--- src/rtl/uart_fifo_tester.sv ---
// UART exerciser: FIFO-buffered TX/RX around small serial cores, runtime frame mode,
// sticky error flags and a saturating frame-error counter for board bring-up.

module uart_core_tx #(
    parameter int CLK_FREQ       = 100,
    parameter int BAUD_DIV_WIDTH = 8
) (
    input  logic                      clk,
    input  logic                      rst,
    input  logic                      en,
    input  logic [7:0]                data,
    input  logic [BAUD_DIV_WIDTH-1:0] div,
    input  logic [1:0]                data_type,
    input  logic [1:0]                stop_type,
    input  logic                      check_en,
    input  logic [1:0]                check_type,
    output logic                      tx,
    output logic                      busy,
    output logic                      ack
);
    // A zero divisor falls back to CLK_FREQ clocks per bit.
    localparam logic [15:0] DEF_LEN = 16'(CLK_FREQ);

    logic [15:0] bit_len, cnt;
    logic [11:0] frame, sh;
    logic [3:0]  n_data, n_bits, left;
    logic [7:0]  mask;
    logic        par;

    assign bit_len = (div == '0) ? DEF_LEN : 16'(div);
    assign n_data  = 4'd8 - {2'b00, data_type};
    assign n_bits  = 4'd1 + n_data + {3'b000, check_en} + ((stop_type == 2'd0) ? 4'd1 : 4'd2);
    assign mask    = 8'hFF >> data_type;
    assign par     = check_type[1] ? check_type[0] : (^(data & mask) ^ check_type[0]);
    assign ack     = busy && (cnt == 16'd0) && (left == 4'd1);
    assign tx      = busy ? sh[0] : 1'b1;

    // Start bit in [0], data LSB first, optional parity; the all-ones fill forms the stop bits.
    always_comb begin
        frame    = '1;
        frame[0] = 1'b0;
        for (int i = 0; i < 8; i++)
            if (i < int'(n_data)) frame[i+1] = data[i];
        if (check_en) frame[n_data + 4'd1] = par;
    end

    always_ff @(posedge clk) begin
        if (rst) begin
            busy <= 1'b0;
            sh   <= '1;
            cnt  <= '0;
            left <= '0;
        end else if (!busy) begin
            if (en) begin
                busy <= 1'b1;
                sh   <= frame;
                left <= n_bits;
                cnt  <= bit_len - 16'd1;
            end
        end else if (cnt != 16'd0) begin
            cnt <= cnt - 16'd1;
        end else begin
            cnt  <= bit_len - 16'd1;
            sh   <= {1'b1, sh[11:1]};
            left <= left - 4'd1;
            if (left == 4'd1) busy <= 1'b0;
        end
    end
endmodule

module uart_core_rx #(
    parameter int CLK_FREQ       = 100,
    parameter int BAUD_DIV_WIDTH = 8
) (
    input  logic                      clk,
    input  logic                      rst,
    input  logic                      en,
    input  logic                      rx,
    input  logic [BAUD_DIV_WIDTH-1:0] div,
    input  logic [1:0]                data_type,
    input  logic                      check_en,
    input  logic [1:0]                check_type,
    output logic                      busy,
    output logic                      ack,
    output logic                      err,
    output logic [7:0]                data
);
    localparam logic [15:0] DEF_LEN = 16'(CLK_FREQ);

    logic [15:0] bit_len, cnt;
    logic [3:0]  idx, n_data;
    logic [2:0]  bit_pos;
    logic        r1, r2, r3, par, perr;

    assign bit_len = (div == '0) ? DEF_LEN : 16'(div);
    assign n_data  = 4'd8 - {2'b00, data_type};
    assign bit_pos = 3'(idx - 4'd1);

    // A start needs a high-to-low edge, so a low line after a bad stop bit is not a new frame.
    always_ff @(posedge clk) begin
        if (rst) begin
            {r3, r2, r1} <= 3'b111;
            busy <= 1'b0;
            ack  <= 1'b0;
            err  <= 1'b0;
            data <= '0;
            cnt  <= '0;
            idx  <= '0;
            par  <= 1'b0;
            perr <= 1'b0;
        end else begin
            {r3, r2, r1} <= {r2, r1, rx};
            ack <= 1'b0;
            err <= 1'b0;
            if (!busy) begin
                if (en && r3 && !r2) begin
                    busy <= 1'b1;
                    cnt  <= bit_len >> 1;
                    idx  <= '0;
                    data <= '0;
                    par  <= 1'b0;
                    perr <= 1'b0;
                end
            end else if (cnt != 16'd0) begin
                cnt <= cnt - 16'd1;
            end else begin
                cnt <= bit_len - 16'd1;
                idx <= idx + 4'd1;
                if (idx == 4'd0) begin
                    if (r2) busy <= 1'b0;
                end else if (idx <= n_data) begin
                    data[bit_pos] <= r2;
                    par <= par ^ r2;
                end else if (check_en && (idx == n_data + 4'd1)) begin
                    perr <= r2 != (check_type[1] ? check_type[0] : (par ^ check_type[0]));
                end else begin
                    busy <= 1'b0;
                    ack  <= r2 && !perr;
                    err  <= !r2 || perr;
                end
            end
        end
    end
endmodule

module uart_fifo_tester #(
    parameter int CLK_FREQ       = 100,
    parameter int BAUD_DIV_WIDTH = 8,
    parameter int FIFO_AW        = 4,
    parameter int CAPTURE_BYTES  = 4
) (
    input  logic                       clk,
    input  logic                       rst,
    input  logic [15:0]                uart_mode,
    input  logic                       wr,
    input  logic [7:0]                 din,
    input  logic                       rd,
    output logic [7:0]                 dout,
    output logic [8*CAPTURE_BYTES-1:0] capture,
    input  logic                       clr,
    output logic [15:0]                status,
    input  logic                       uart_rx,
    output logic                       uart_tx
);
    localparam int CW = 8 * CAPTURE_BYTES;
    localparam logic [FIFO_AW:0]   FULL_CNT = {1'b1, {FIFO_AW{1'b0}}};
    localparam logic [FIFO_AW:0]   CNT_ONE  = {{FIFO_AW{1'b0}}, 1'b1};
    localparam logic [FIFO_AW-1:0] PTR_ONE  = {{(FIFO_AW-1){1'b0}}, 1'b1};

    typedef enum logic {IDLE, SEND} tx_state_t;
    tx_state_t state, state_nx;

    logic [15:0]               mode_reg;
    logic [BAUD_DIV_WIDTH-1:0] baud_div;
    logic                      unused_mode;
    logic [7:0]                tx_mem [0:(1<<FIFO_AW)-1];
    logic [7:0]                rx_mem [0:(1<<FIFO_AW)-1];
    logic [FIFO_AW-1:0]        tx_wp, tx_rp, rx_wp, rx_rp;
    logic [FIFO_AW:0]          tx_cnt, rx_cnt;
    logic [7:0]                tx_data, rx_data;
    logic tx_full, tx_empty, rx_full, rx_empty, tx_push, tx_pop, rx_push, rx_pop;
    logic core_busy, tx_en, tx_ack, tx_busy, rx_busy, rx_ack, rx_err;
    logic tx_ovf, rx_ovf, rx_udf, rx_err_flag;
    logic [3:0] err_cnt;

    assign baud_div    = mode_reg[8 +: BAUD_DIV_WIDTH];
    assign unused_mode = mode_reg[0];
    assign tx_full     = tx_cnt == FULL_CNT;
    assign tx_empty    = tx_cnt == '0;
    assign rx_full     = rx_cnt == FULL_CNT;
    assign rx_empty    = rx_cnt == '0;
    assign tx_push     = wr && !tx_full;
    assign rx_push     = rx_ack && !rx_full;
    assign rx_pop      = rd && !rx_empty;
    assign tx_busy     = core_busy || (state == SEND);
    assign dout        = rx_empty ? 8'h00 : rx_mem[rx_rp];
    assign status      = {tx_busy, rx_busy, tx_full, tx_empty, rx_full, rx_empty,
                          tx_ovf, rx_ovf, rx_udf, rx_err_flag, 2'b00, err_cnt};

    uart_core_tx #(.CLK_FREQ(CLK_FREQ), .BAUD_DIV_WIDTH(BAUD_DIV_WIDTH)) u_tx (
        .clk(clk), .rst(rst), .en(tx_en), .data(tx_data), .div(baud_div),
        .data_type(mode_reg[7:6]), .stop_type(mode_reg[5:4]), .check_en(mode_reg[3]),
        .check_type(mode_reg[2:1]), .tx(uart_tx), .busy(core_busy), .ack(tx_ack));

    uart_core_rx #(.CLK_FREQ(CLK_FREQ), .BAUD_DIV_WIDTH(BAUD_DIV_WIDTH)) u_rx (
        .clk(clk), .rst(rst), .en(1'b1), .rx(uart_rx), .div(baud_div),
        .data_type(mode_reg[7:6]), .check_en(mode_reg[3]), .check_type(mode_reg[2:1]),
        .busy(rx_busy), .ack(rx_ack), .err(rx_err), .data(rx_data));

    always_ff @(posedge clk) state <= rst ? IDLE : state_nx;

    always_comb begin
        state_nx = state;
        case (state)
            IDLE: if (!tx_empty && !core_busy) state_nx = SEND;
            SEND: if (tx_ack) state_nx = IDLE;
            default: state_nx = IDLE;
        endcase
    end

    always_comb begin
        tx_pop = (state == IDLE) && !tx_empty && !core_busy;
        tx_en  = (state == SEND);
    end

    always_ff @(posedge clk) begin
        if (tx_push) tx_mem[tx_wp] <= din;
        if (rx_push) rx_mem[rx_wp] <= rx_data;
    end

    always_ff @(posedge clk) begin
        if (rst) begin
            {tx_wp, tx_rp, rx_wp, rx_rp} <= '0;
            tx_cnt  <= '0;
            rx_cnt  <= '0;
            tx_data <= '0;
        end else begin
            if (tx_push) tx_wp <= tx_wp + PTR_ONE;
            if (tx_pop) begin
                tx_rp   <= tx_rp + PTR_ONE;
                tx_data <= tx_mem[tx_rp];
            end
            if (tx_push && !tx_pop) tx_cnt <= tx_cnt + CNT_ONE;
            else if (!tx_push && tx_pop) tx_cnt <= tx_cnt - CNT_ONE;
            if (rx_push) rx_wp <= rx_wp + PTR_ONE;
            if (rx_pop) rx_rp <= rx_rp + PTR_ONE;
            if (rx_push && !rx_pop) rx_cnt <= rx_cnt + CNT_ONE;
            else if (!rx_push && rx_pop) rx_cnt <= rx_cnt - CNT_ONE;
        end
    end

    // Mode only follows the input while both directions are quiet.
    always_ff @(posedge clk) begin
        if (rst || ((state == IDLE) && !core_busy && !rx_busy)) mode_reg <= uart_mode;
    end

    // Flags: a set event in the same cycle as clr wins.
    always_ff @(posedge clk) begin
        if (rst) begin
            {tx_ovf, rx_ovf, rx_udf, rx_err_flag} <= '0;
            err_cnt <= '0;
            capture <= '0;
        end else begin
            tx_ovf      <= (wr && tx_full) || (tx_ovf && !clr);
            rx_ovf      <= (rx_ack && rx_full) || (rx_ovf && !clr);
            rx_udf      <= (rd && rx_empty) || (rx_udf && !clr);
            rx_err_flag <= rx_err || (rx_err_flag && !clr);
            if (rx_err) err_cnt <= (err_cnt == 4'hF) ? err_cnt : err_cnt + 4'd1;
            else if (clr) err_cnt <= '0;
            if (rx_ack || rx_err) capture <= {capture[CW-9:0], rx_data};
        end
    end
endmodule

--- config.mk ---
export PLATFORM = sky130hd
export DESIGN_NAME = uart_fifo_tester
export DESIGN_NICKNAME = d
export VERILOG_FILES = /design/src/rtl/uart_fifo_tester.sv
export SDC_FILE = /design/constraint.sdc
export NUM_CORES = 1
export LEC_CHECK = 0
export ABC_CLOCK_PERIOD_IN_PS = 3300
export CAP_MARGIN = 20
export CORE_ASPECT_RATIO = 0.5
export CORE_UTILIZATION = 45
export CTS_CLUSTER_DIAMETER = 40
export DETAILED_ROUTE_END_ITERATION = 10
export DONT_BUFFER_PORTS = 1
export PLACE_DENSITY = 0.7
export SLEW_MARGIN = 40
export SYNTH_ARGS = -nofsm -noshare
export SYNTH_HDL_FRONTEND = slang
export SYNTH_SLANG_ARGS = --single-unit
--- constraint.sdc ---
create_clock -name clk -period 3.3 [get_ports clk]
set_input_delay 0.66 -clock clk [delete_from_list [all_inputs] [get_ports clk]]
set_output_delay 0.66 -clock clk [all_outputs]
set_load 0.01 [all_outputs]
# After elaboration in Yosys (flattened, before gate mapping)
# Memory sizes are Yosys's and may differ from the RTL's. A register that Yosys moved wholly into a read port is not among the register bits.
# Cells that the tools add are included.
# classes
n_reduce_logical,67
n_bitwise,6
magnitude_cmp,13
add_sub_neg,19
muxes,78
shift,1
n_eq_ne,13
# op_table
op,n
two-way mux 16 bit,6
two-way mux 8 bit,7
two-way mux 12 bit,4
subtractor 16 x 1 -> 16 bit (second input constant),3
two-way mux 4 bit,11
two-way mux 1 bit,40
nonzero test 16 bit,2
adder 4 x 1 -> 4 bit (second input constant),7
logical AND 1 bit,26
two-way mux 5 bit,4
zero test 16 bit,1
less-than comparator 3 x 4 -> 1 bit (first input constant),4
!= test 2 bit (second input constant),7
zero test 1 bit,13
bitwise mux 12 bit,1
adder 5 x 1 -> 5 bit (second input constant),2
== test 5 bit (second input constant),2
zero test 5 bit,2
nonzero test 2 bit,5
subtractor 5 x 1 -> 5 bit (second input constant),2
AND 8 bit,1
bitwise mux 8 bit,1
zero test 8 bit,1
logical OR 1 bit,8
other kinds (30),37
# word_totals
output_inout_bits,57
elab_cells,228
in_bits,30
n_memories,2
regBits,152
mem_bits_rw,256
# memory_table
name,depth,width,rd,rd_ports_with_merged_regs,write_ports,line,source
rx_mem,16,8,1,1,1,177,logic [7:0] rx_mem [0:(1<<FIFO_AW)-1];
tx_mem,16,8,1,1,1,176,logic [7:0] tx_mem [0:(1<<FIFO_AW)-1];

# Longest topological paths before layout
# Gate-level depths: netlist (run 1).
# logic_depth
word_depth,10
mapped_depth,15
depth_no_buf,13

# Modules after synthesis
# Synthesis (run 1) repeated with hierarchy kept, for this count alone.
# hier_totals
hier_cells,1468
hier_area_um2,18511.5
# modules_own_cells
mod,seq_area_each_um2,instances,area_per_inst_um2,cells_each
uart_fifo_tester,9719.3,1,13789.5,882
uart_core_tx,660.6,1,2478.6,309
uart_core_rx,720.7,1,2243.4,277

# Worst setup path before layout (run 1)
# Ideal clock, no wire load.
# synth_path
path_type,reg-to-reg
from,reg u_tx.busy
to,reg tx_cnt[4]
path_slack_ns,0.208
n_path_buf,2
arrival_time_ns,2.964
t_required_ns,3.172
synth_period_minus_slack_ns,3.092
stages_incl_launch_ff,16
setup_time_ns,0.128
cell_sequence,dfxtp_1 > clkbuf_1 > nor2_2 > clkinv_1 > nor2_1 > inv_1 > clkbuf_1 > ha_1 > inv_1 > ha_1 > nor2b_1 > o21a_1 > or3_1 > a21oi_1 > xnor2_1 > nor2_1
# synth_between
elab_chain_cells,5
word_cells_on_any_way,7
cone_classes,mux (1); reduce/logical (6)
# synth_rtl
element,line,source
start: declaration,18,"output logic busy,"
start signal: assignment,49,busy <= 1'b0;
start signal: assignment,55,busy <= 1'b1;
start signal: assignment,66,if (left == 4'd1) busy <= 1'b0;
zero test 1 bit *,n/a,
logical AND 1 bit *,222,tx_pop = (state == IDLE) && !tx_empty && !core_busy;
zero test 1 bit,243,if (tx_push && !tx_pop) tx_cnt <= tx_cnt + CNT_ONE;
logical AND 1 bit,243,
two-way mux 5 bit or nonzero test 2 bit (tied branches),n/a,
end signal: assignment,243,
end signal: assignment,244,else if (!tx_push && tx_pop) tx_cnt <= tx_cnt - CNT_ONE;
end: declaration,179,"logic [FIFO_AW:0] tx_cnt, rx_cnt;"
# Every way passes the cells marked *; elsewhere a longest branch is shown, timed or not.
# A chain may end at the register's enable or synchronous reset.

==> impl_summary.md, run 1 <==
Run status
The flow ran to the end, and the final reports show no timing, DRC or antenna violations.

Die
From bottom edge to top edge, the die measures 144.6 µm. The die covers 41,550 µm². For this design the top-level I/O count stands at 87. In this run the core area contains just over 50 standard-cell rows. The core region is 39,500 µm².

The initial utilization of the core area, before any placement, comes to a little under half. In this run the horizontal extent of the chip is between 200 and 300 µm.

Synth
In the synthesized netlist, the number of instances is 1,419. In the synthesized netlist the dominant register cell turns out to be sky130_fd_sc_hd__edfxtp_1. In the post-synthesis netlist, the cell with the most instances is sky130_fd_sc_hd__edfxtp_1. The number of enable flip-flop cells after synthesis is 271. Summing the sequential cell areas from Yosys gives 60.62% of the chip area. The number of distinct standard cells referenced by the synthesized netlist is 84. The synthesized flop and latch total is 419. The synthesized cell area is approximately 18,000 µm².

The proportion of netlist area held by the largest area contributor is 44.44%. The commonest cells after synthesis are sky130_fd_sc_hd__edfxtp_1 (271), sky130_fd_sc_hd__dfxtp_1 (148), sky130_fd_sc_hd__nand2_1 (148). The dominant cell type by area after synthesis is sky130_fd_sc_hd__edfxtp_1.

A synthesized cell averages 12.91 µm². The warning count from the yosys run is 0. Counting flops with an async set or reset pin after synthesis yields a share of 0%. After Yosys synthesis, and, or, nand and nor cells account for between 10% and 20% of the synthesized area.

After synthesis, the share of cell area in mux cells is 10.43%. Summing the areas of all xor and xnor instances in the mapped netlist gives 2.364% of the synthesized area. The synthesized-area fraction occupied by adder cells is 3.239%.

The main combinational cell family by area after synthesis is simple AND/OR/NAND/NOR gates. The compound-cell area share of the yosys netlist is between 8 and 9%. By area the synthesized netlist is led by sky130_fd_sc_hd__edfxtp_1 (44%), sky130_fd_sc_hd__dfxtp_1 (16%), sky130_fd_sc_hd__mux4_2 (9.8%), sky130_fd_sc_hd__nand2_1 (3.0%), sky130_fd_sc_hd__ha_1 (2.8%).

Global routing
The met1 routing resource usage after global routing is between 20% and 30%. Entering global routing, the biggest net connects 140 pins. The initial antenna violation count is 0. The most crowded layer after global routing is met2. Global routing used 18.36% of the available tracks across all layers.

For this run, global-route usage on met2 was measured as between 30% and 40%. Global routing finished with a remaining overflow of 0. The first-pass GRT wire length is 60,220 µm. The met3 layer usage reported by global route is between 2 and 3%. The number of global-route vias before repair is roughly 11k.

Power and ir drop
In this run the power density over the cells is 757.9 nW/µm². The worst-case IR drop observed on VDD is 0.3426 mV. The leakage power is roughly 6.6 nW.

Place
The placed wire-length estimate after detailed placement is 24,860 µm. The number of input and output port buffers inserted is 0. Prior to clock tree synthesis, the placed netlist has a worst setup slack of 240.2 ps. The final weighted congestion in routability-driven placement is 0.8761.

Clock network
TritonCTS built the clock tree. The tree built by TritonCTS fans out to 419 sinks. The latest clock arrival within the worst-skew pair is 540 ps. Clock-pin slew was measured on the worst setup and hold paths at 60 ps. Counting the buffers created by CTS gives 42. The cts-stage hold buffer count is 0. The H-tree depth reported by CTS is 2. The root buffer cell chosen for the clock tree is sky130_fd_sc_hd__clkbuf_16.

No sink is reached through more buffers than the 3 on the longest clock path. The post-CTS setup-driven buffer insertion count is 0.

Timing
The period utilization is 93.51%. At the pin with the least slew margin, the transition time is 848.9 ps. Setup violations remaining at the end of the flow were counted as 0. The number of endpoints with negative hold slack in the final report is 0. The aggregate negative setup slack is 0 ps. Across all hold checks on the routed design, the worst slack comes to 198.1 ps. Counting I/O delays and the setup requirement, the final critical path takes around 3100 ps. The slack of the critical path is 214.1 ps.

Setup repair after global routing left no endpoint under its margin. For this run, the top clock speed supported by timing is 0.3241 GHz. The worst relative slew slack is between 40% and 50%. The number of max-slew violations in the final report was 0. The worst clock skew is 19.19 ps.

Finish
The ratio of cells with drive above 1 in the final layout is 15.09%. The largest registers in the layout are rx_mem: 128 flops, tx_mem: 128 flops, capture: 32 flops. Fill cells in the final layout number around 3.2k.

The count of inserted antenna diode cells is 0. At the end of the flow, the number of nets in the layout was roughly 1.5k. Relative to the synthesized area, the layout overhead comes to 10.21%.

Setup path
The slowest stage cell on the critical path is sky130_fd_sc_hd__mux4_2. The arrival time at the worst endpoint is 2430 ps. The data required time of the worst path is ~2600 ps. The delay of the slowest critical-path stage is 570 ps. The cell repeated most along the worst path is sky130_fd_sc_hd__mux4_2. STA classifies the critical path startpoint as a flip-flop.

The signal on the critical path passes through buf_12 > mux4_2 > mux4_2 > nor2b_1. The largest fanout of any net on the critical path is 32. The capturing element type of the critical path is a primary output. The worst setup path is of the flip-flop to primary output kind.

Drt
For this block, the via count after detailed routing is 11.23k. The number of iterations in the first detailed-routing pass is 7. The number of violations reported at the end of detailed-routing iteration 0 is around 750.

In this run the remaining antenna-violating nets after routing total 0. The ratio of routed vias to standard cells is 5.704. The number of remaining DRC errors is 0. In the final routed layout, each cell accounts on average for slightly below 20 µm. The sum of routed wire length over all layers is between 30,000 and 40,000 µm.

Flow run
The reported max-cap violation count is 0.

Min path
The path type of the worst min-delay path is primary input to flip-flop.
[placed cells by master, fill, tap and decap left out, types with 7 or more instances in the layout]
master                      netlist  layout
sky130_fd_sc_hd__edfxtp_1       271     271
sky130_fd_sc_hd__nand2_1        148     148
sky130_fd_sc_hd__dfxtp_1        148     146
sky130_fd_sc_hd__nor2_1         123     118
sky130_fd_sc_hd__a21oi_1        101     101
sky130_fd_sc_hd__mux4_2          80      80
sky130_fd_sc_hd__nor3_1          42      42
sky130_fd_sc_hd__clkbuf_16        0      42
sky130_fd_sc_hd__ha_1            41      41
sky130_fd_sc_hd__inv_1           37      38
sky130_fd_sc_hd__o21ai_0         39      38
sky130_fd_sc_hd__buf_4           12      31
sky130_fd_sc_hd__xnor2_1         24      24
sky130_fd_sc_hd__nor2b_1         23      23
sky130_fd_sc_hd__xor2_1          21      21
sky130_fd_sc_hd__nand3_1         18      18
sky130_fd_sc_hd__o21ai_1         14      14
sky130_fd_sc_hd__nand2b_1        13      13
sky130_fd_sc_hd__clkbuf_1        55      13
sky130_fd_sc_hd__a311oi_1        12      12
sky130_fd_sc_hd__nand4_1         11      11
sky130_fd_sc_hd__a31oi_1         11      11
sky130_fd_sc_hd__a32oi_1         11      11
sky130_fd_sc_hd__a211oi_1         9       9
sky130_fd_sc_hd__nor4_1           8       8
sky130_fd_sc_hd__or3_1            7       7
[logic make-up (layout without fill, tap and decap cells)]
logic type                 Yosys count  count (layout)
adders and majority gates           45              45
AOI/OAI and AO/OA                  251             251
other                                1               2
xor gates and xnor gates            47              47
and+or+nand+nor                    436             436
buffers and inverters              130             148
DFF                                419             419
muxes                               90              90
[power breakdown]
part | switching (W) | internal [W]
combinational | 0.00247 | 0.00184
sequential | 0.000378 | 0.00597
clock | 0.00198 | 0.00267
total | 0.00482 | 0.0105
[critical path, delay by kind of cell (launching register included)]
family	cells	cell delay (ps)
flip-flops	1	350
AND/OR/NAND/NOR	1	180
multiplexers	2	1080
buffers and inverters	1	260
[per-stage QoR]
stage               power [W]  cells  utilization, %  cell area, µm²
detailed placement    0.01073   1893           47.69           18840
finish                0.01530   1968           51.10           20180
global placement      0.01055   1893           47.68           18830
floorplan            0.009833   1420               -           18320
global route          0.01608   1968           51.10           20180
CTS                   0.01538   1968           51.08           20170
[cell type report]
class,instances,area (µm²),share of cell area [%]
Tap cell,530,663.1,3.286
Clock inverter,18,209.0,1.035
Sequential cell,419,11100,55.01
Multi-Input combinational cell,871,6641,32.91
Timing Repair Buffer,34,292.8,1.451
Clock buffer,57,1127,5.586
Inverter,39,146.4,0.7253
[what timing repair did]
item	4_1_cts	5_1_grt
gates resized for setup	0	1
endpoints found under the setup margin	0	2
endpoints found under the hold margin	0	0
[layer usage]
layer | up-vias | routed length, µm
li1 | 5247 | -
met1 | 5593 | 15910
met2 | 322 | 19440
met3 | 63 | 1742
met4 | 0 | 730
met5 | - | 0
[path summary, 6_finish.rpt]
| kind | start | end | slack (ps) | cells past startpoint |
|---|---|---|---|---|
| max | flip-flop | dout[3] | 210 | 4 |
| min | rst | u_rx.cnt[13]$_SDFFE_PP0P_ | 200 | 1 |
| max reg2reg | mode_reg[6]$_DFFE_PP_ | u_rx.data[5]$_SDFFE_PP0P_ | 290 | 10 |
| min reg2reg | u_rx.perr$_SDFFE_PP0P_ | u_rx.ack$_SDFF_PP0_ | 450 | 1 |
No activity file was read; power rests on OpenSTA's default activity.
==> run 2: changes to the inputs <==
--- a/config.mk
+++ b/config.mk
@@ -13,7 +13,7 @@
 export DETAILED_ROUTE_END_ITERATION = 10
 export DONT_BUFFER_PORTS = 1
 export PLACE_DENSITY = 0.7
-export SLEW_MARGIN = 40
+export SLEW_MARGIN = 10
 export SYNTH_ARGS = -nofsm -noshare
 export SYNTH_HDL_FRONTEND = slang
 export SYNTH_SLANG_ARGS = --single-unit
==> run 2 against run 1 <==
  * Register-to-register slack worse by 30 ps
  * Flip-flop and latch count unchanged
  * Combinational power about the same
  * Clock power about the same
  * Die area unchanged
  * Clock-buffer cell count down 1
  * Clock skew up 18 ps
==> impl_summary.md, run 2 (synthesis gave the netlist of run 1 again) <==
Drt
The number of iterations in the first detailed-routing pass was 6 (-1). The sum of routed wire length over all layers is 38,330 µm (+1.3%). The count of vias placed by the detailed router was 11.30k (+0.64%). The number of remaining DRC errors is 0 (unchanged). The remaining number of nets flagged by the antenna check after routing came to 0 (unchanged). The ratio of routed vias to standard cells is 5.732 (+0.49%). The number of violations reported at the end of detailed-routing iteration 0 came to 938 (+25%). The wire length per cell after detailed routing is 19.45 µm (+1.2%).

Finish
The post-layout net count was 1,482 (unchanged). The largest registers in the layout are rx_mem: 128 flops, tx_mem: 128 flops, capture: 32 flops. The ratio of cells with drive above 1 in the final layout came to 14.85% (-0.24 points). The count of inserted antenna diode cells is 0 (unchanged). The top cell types in the final layout, fill and taps aside, are sky130_fd_sc_hd__edfxtp_1 (271), sky130_fd_sc_hd__nand2_1 (148), sky130_fd_sc_hd__dfxtp_1 (146). The leading cell type in the layout, fill and taps excluded is sky130_fd_sc_hd__edfxtp_1. The post-route standard cell area excluding fillers is 20,180 µm² (about the same). The growth of design area from synthesis to finish is 10.17% (about the same). The number of fill cells in the layout came to 3,254 (+1.1%).

Timing
The pin slew with the least headroom to its limit is 960.2 ps (+111.2 ps). The worst clock skew was 37.37 ps (+18.18 ps). The number of endpoints failing setup at the final stage came to 0 (unchanged).

The slack of the critical path was 193.6 ps (-20.57 ps). The final critical path time including I/O delays and setup is 3106 ps (+20.57 ps). The worst relative slew slack came to 35.75% (-7.4 points). The period utilization is 94.13% (+0.62 points).

The number of max-slew violations in the final report was 0 (unchanged). Setup repair after global routing left no endpoint under its margin. The worst-case hold slack is 181.2 ps (-16.93 ps). The number of endpoints with negative hold slack in the final report came to 0 (unchanged).

The aggregate negative setup slack is 0 ps (unchanged). The achievable frequency is 0.3219 GHz (-0.66%).

Clock network
The number of buffers added by the clock tree synthesis step came to 42 (unchanged). The latest clock arrival within the worst-skew pair came to 560 ps (+20 ps). The post-CTS setup-driven buffer insertion count is 0 (unchanged). The clock sink count came to 419 (unchanged). The buffer cell driving the clock tree root is sky130_fd_sc_hd__clkbuf_16. The H-tree depth reported by CTS is 2 (unchanged). The clock tree from TritonCTS is done. The clock tree buffer depth was 3 (unchanged). The clock transition time at the flip-flop clock pins of the worst setup and hold paths was 60 ps (about the same).

Die
The row count came to 51 (unchanged). The die height is 144.6 µm (unchanged). The horizontal die dimension is 287.3 µm (unchanged). The area of the core came to 39,500 µm² (unchanged). The number of primary I/O pins is 87 (unchanged). The area of the die was 41,550 µm² (unchanged). The initial cell density of the core is 46.36% (unchanged).

Setup path
Walking the worst path, the cells encountered are buf_12 > mux4_2 > mux4_2 > nor2b_1. The type of origin of the critical path is a flip-flop. The reg-to-reg startpoint is mode_reg[6]$_DFFE_PP_. The cell repeated most along the worst path is sky130_fd_sc_hd__mux4_2. The class of the most critical setup path is flip-flop to primary output.

The slack of the worst reg-to-reg path came to 260 ps (-30 ps). The worst reg2reg path depth came to 10 (unchanged). In this run the critical register-to-register path is captured at u_rx.data[0]$_SDFFE_PP0P_. The data required time of the worst path is 2640 ps (about the same). The largest fanout of any net on the critical path came to 32 (unchanged). The delay of the slowest critical-path stage was 590 ps (+20 ps).

The most critical setup path has its endpoint at dout[2]. The arrival time at the worst endpoint came to 2450 ps (+20 ps). The capturing element type of the critical path is a primary output.

For this design, the slowest cell found on the critical path is sky130_fd_sc_hd__mux4_2.

Power and ir drop
The worst IR drop on VDD came to 0.3506 mV (+2.3%). The leakage power is 6.610 nW (-0.18%). The power density of the placed cells is 757.4 nW/µm² (about the same).

Place
The area after detailed placement is 18,830 µm² (about the same). The post-place setup slack is 219.6 ps (-20.57 ps). The placed wire-length estimate after detailed placement is 24,860 µm (about the same).

The final weighted congestion in routability-driven placement is 0.8761 (unchanged). The number of input and output port buffers inserted came to 0 (unchanged).

Global routing
The initial antenna violation count is 0 (unchanged). The global-route congestion overflow total is 0 (unchanged). The first-pass GRT wire length was 60,900 µm (+1.1%). The number of global-route vias before repair is 11.23k (-0.045%). The global router's overall resource usage was 18.63% (+0.28 points). The pin count of the biggest net entering global routing came to 140 (unchanged).

Flow run
The reported max-cap violation count was 0 (unchanged).

Run status
The flow ran to the end, and the final reports show no timing, DRC or antenna violations.

Min path
The min-delay analysis places its worst path in the category primary input to flip-flop. The startpoint identified for the worst hold timing path is rst.
run 2: routing by layer:
layer / up-vias / share of wire, % / track usage (%)
met5: - / 0 / 0
met2: 332 / 51 / 32.73
li1: 5256 / - / -
met4: 0 / 1.7 / 5.123
met3: 57 / 5.0 / 3.233
met1: 5652 / 42 / 23.88
run 2: timing repair:
item,4_1_cts,5_1_grt
resized for setup,0,1
hold buffers,0,0
endpoints found under the setup margin,0,1
run 2: report_power, final:
part | total, W | internal (W) | switching (W)
Clock | 0.00462 | 0.00257 | 0.00205
Sequential | 0.00635 | 0.00596 | 0.000383
Combinational | 0.00431 | 0.00184 | 0.00247
run 2: worst min-delay path by stage:
stage,endpoint,cells after the start
after detailed placement,u_rx.ack$_SDFF_PP0_,1
after global placement,u_rx.ack$_SDFF_PP0_,1
final,u_rx.cnt[4]$_SDFFE_PP0P_,1
after floorplan,u_rx.r2$_SDFF_PP1_,1
after global routing,u_rx.cnt[13]$_SDFFE_PP0P_,1
after CTS,tx_rp[0]$_SDFFE_PP0P_,1
run 2: worst max-delay path: cells and delay by family, from the launching register on:
family	cells	cell delay (ps)
simple gates	1	180
mux	2	1090
flops	1	350
buf+inv	1	260
run 2: cell type report:
class | count | area [µm²] | share of cell area (%)
inverters | 39 | 146.4 | 0.7256
well taps | 530 | 663.1 | 3.287
clock inverters | 22 | 192.7 | 0.9550
clock buffers | 56 | 1146 | 5.681
repair buffers | 34 | 292.8 | 1.451
multi-input cells | 871 | 6631 | 32.87
flip-flops and latches | 419 | 11100 | 55.03
run 2: per-stage QoR:
stage | power (W) | instances | utilization [%]
2_1_floorplan | 0.009833 | 1420 | -
3_3_place_gp | 0.01055 | 1893 | 47.68
3_5_place_dp | 0.01075 | 1893 | 47.68
4_1_cts | 0.01536 | 1971 | 51.07
5_1_grt | 0.01606 | 1971 | 51.08
6_report | 0.01528 | 1971 | 51.08
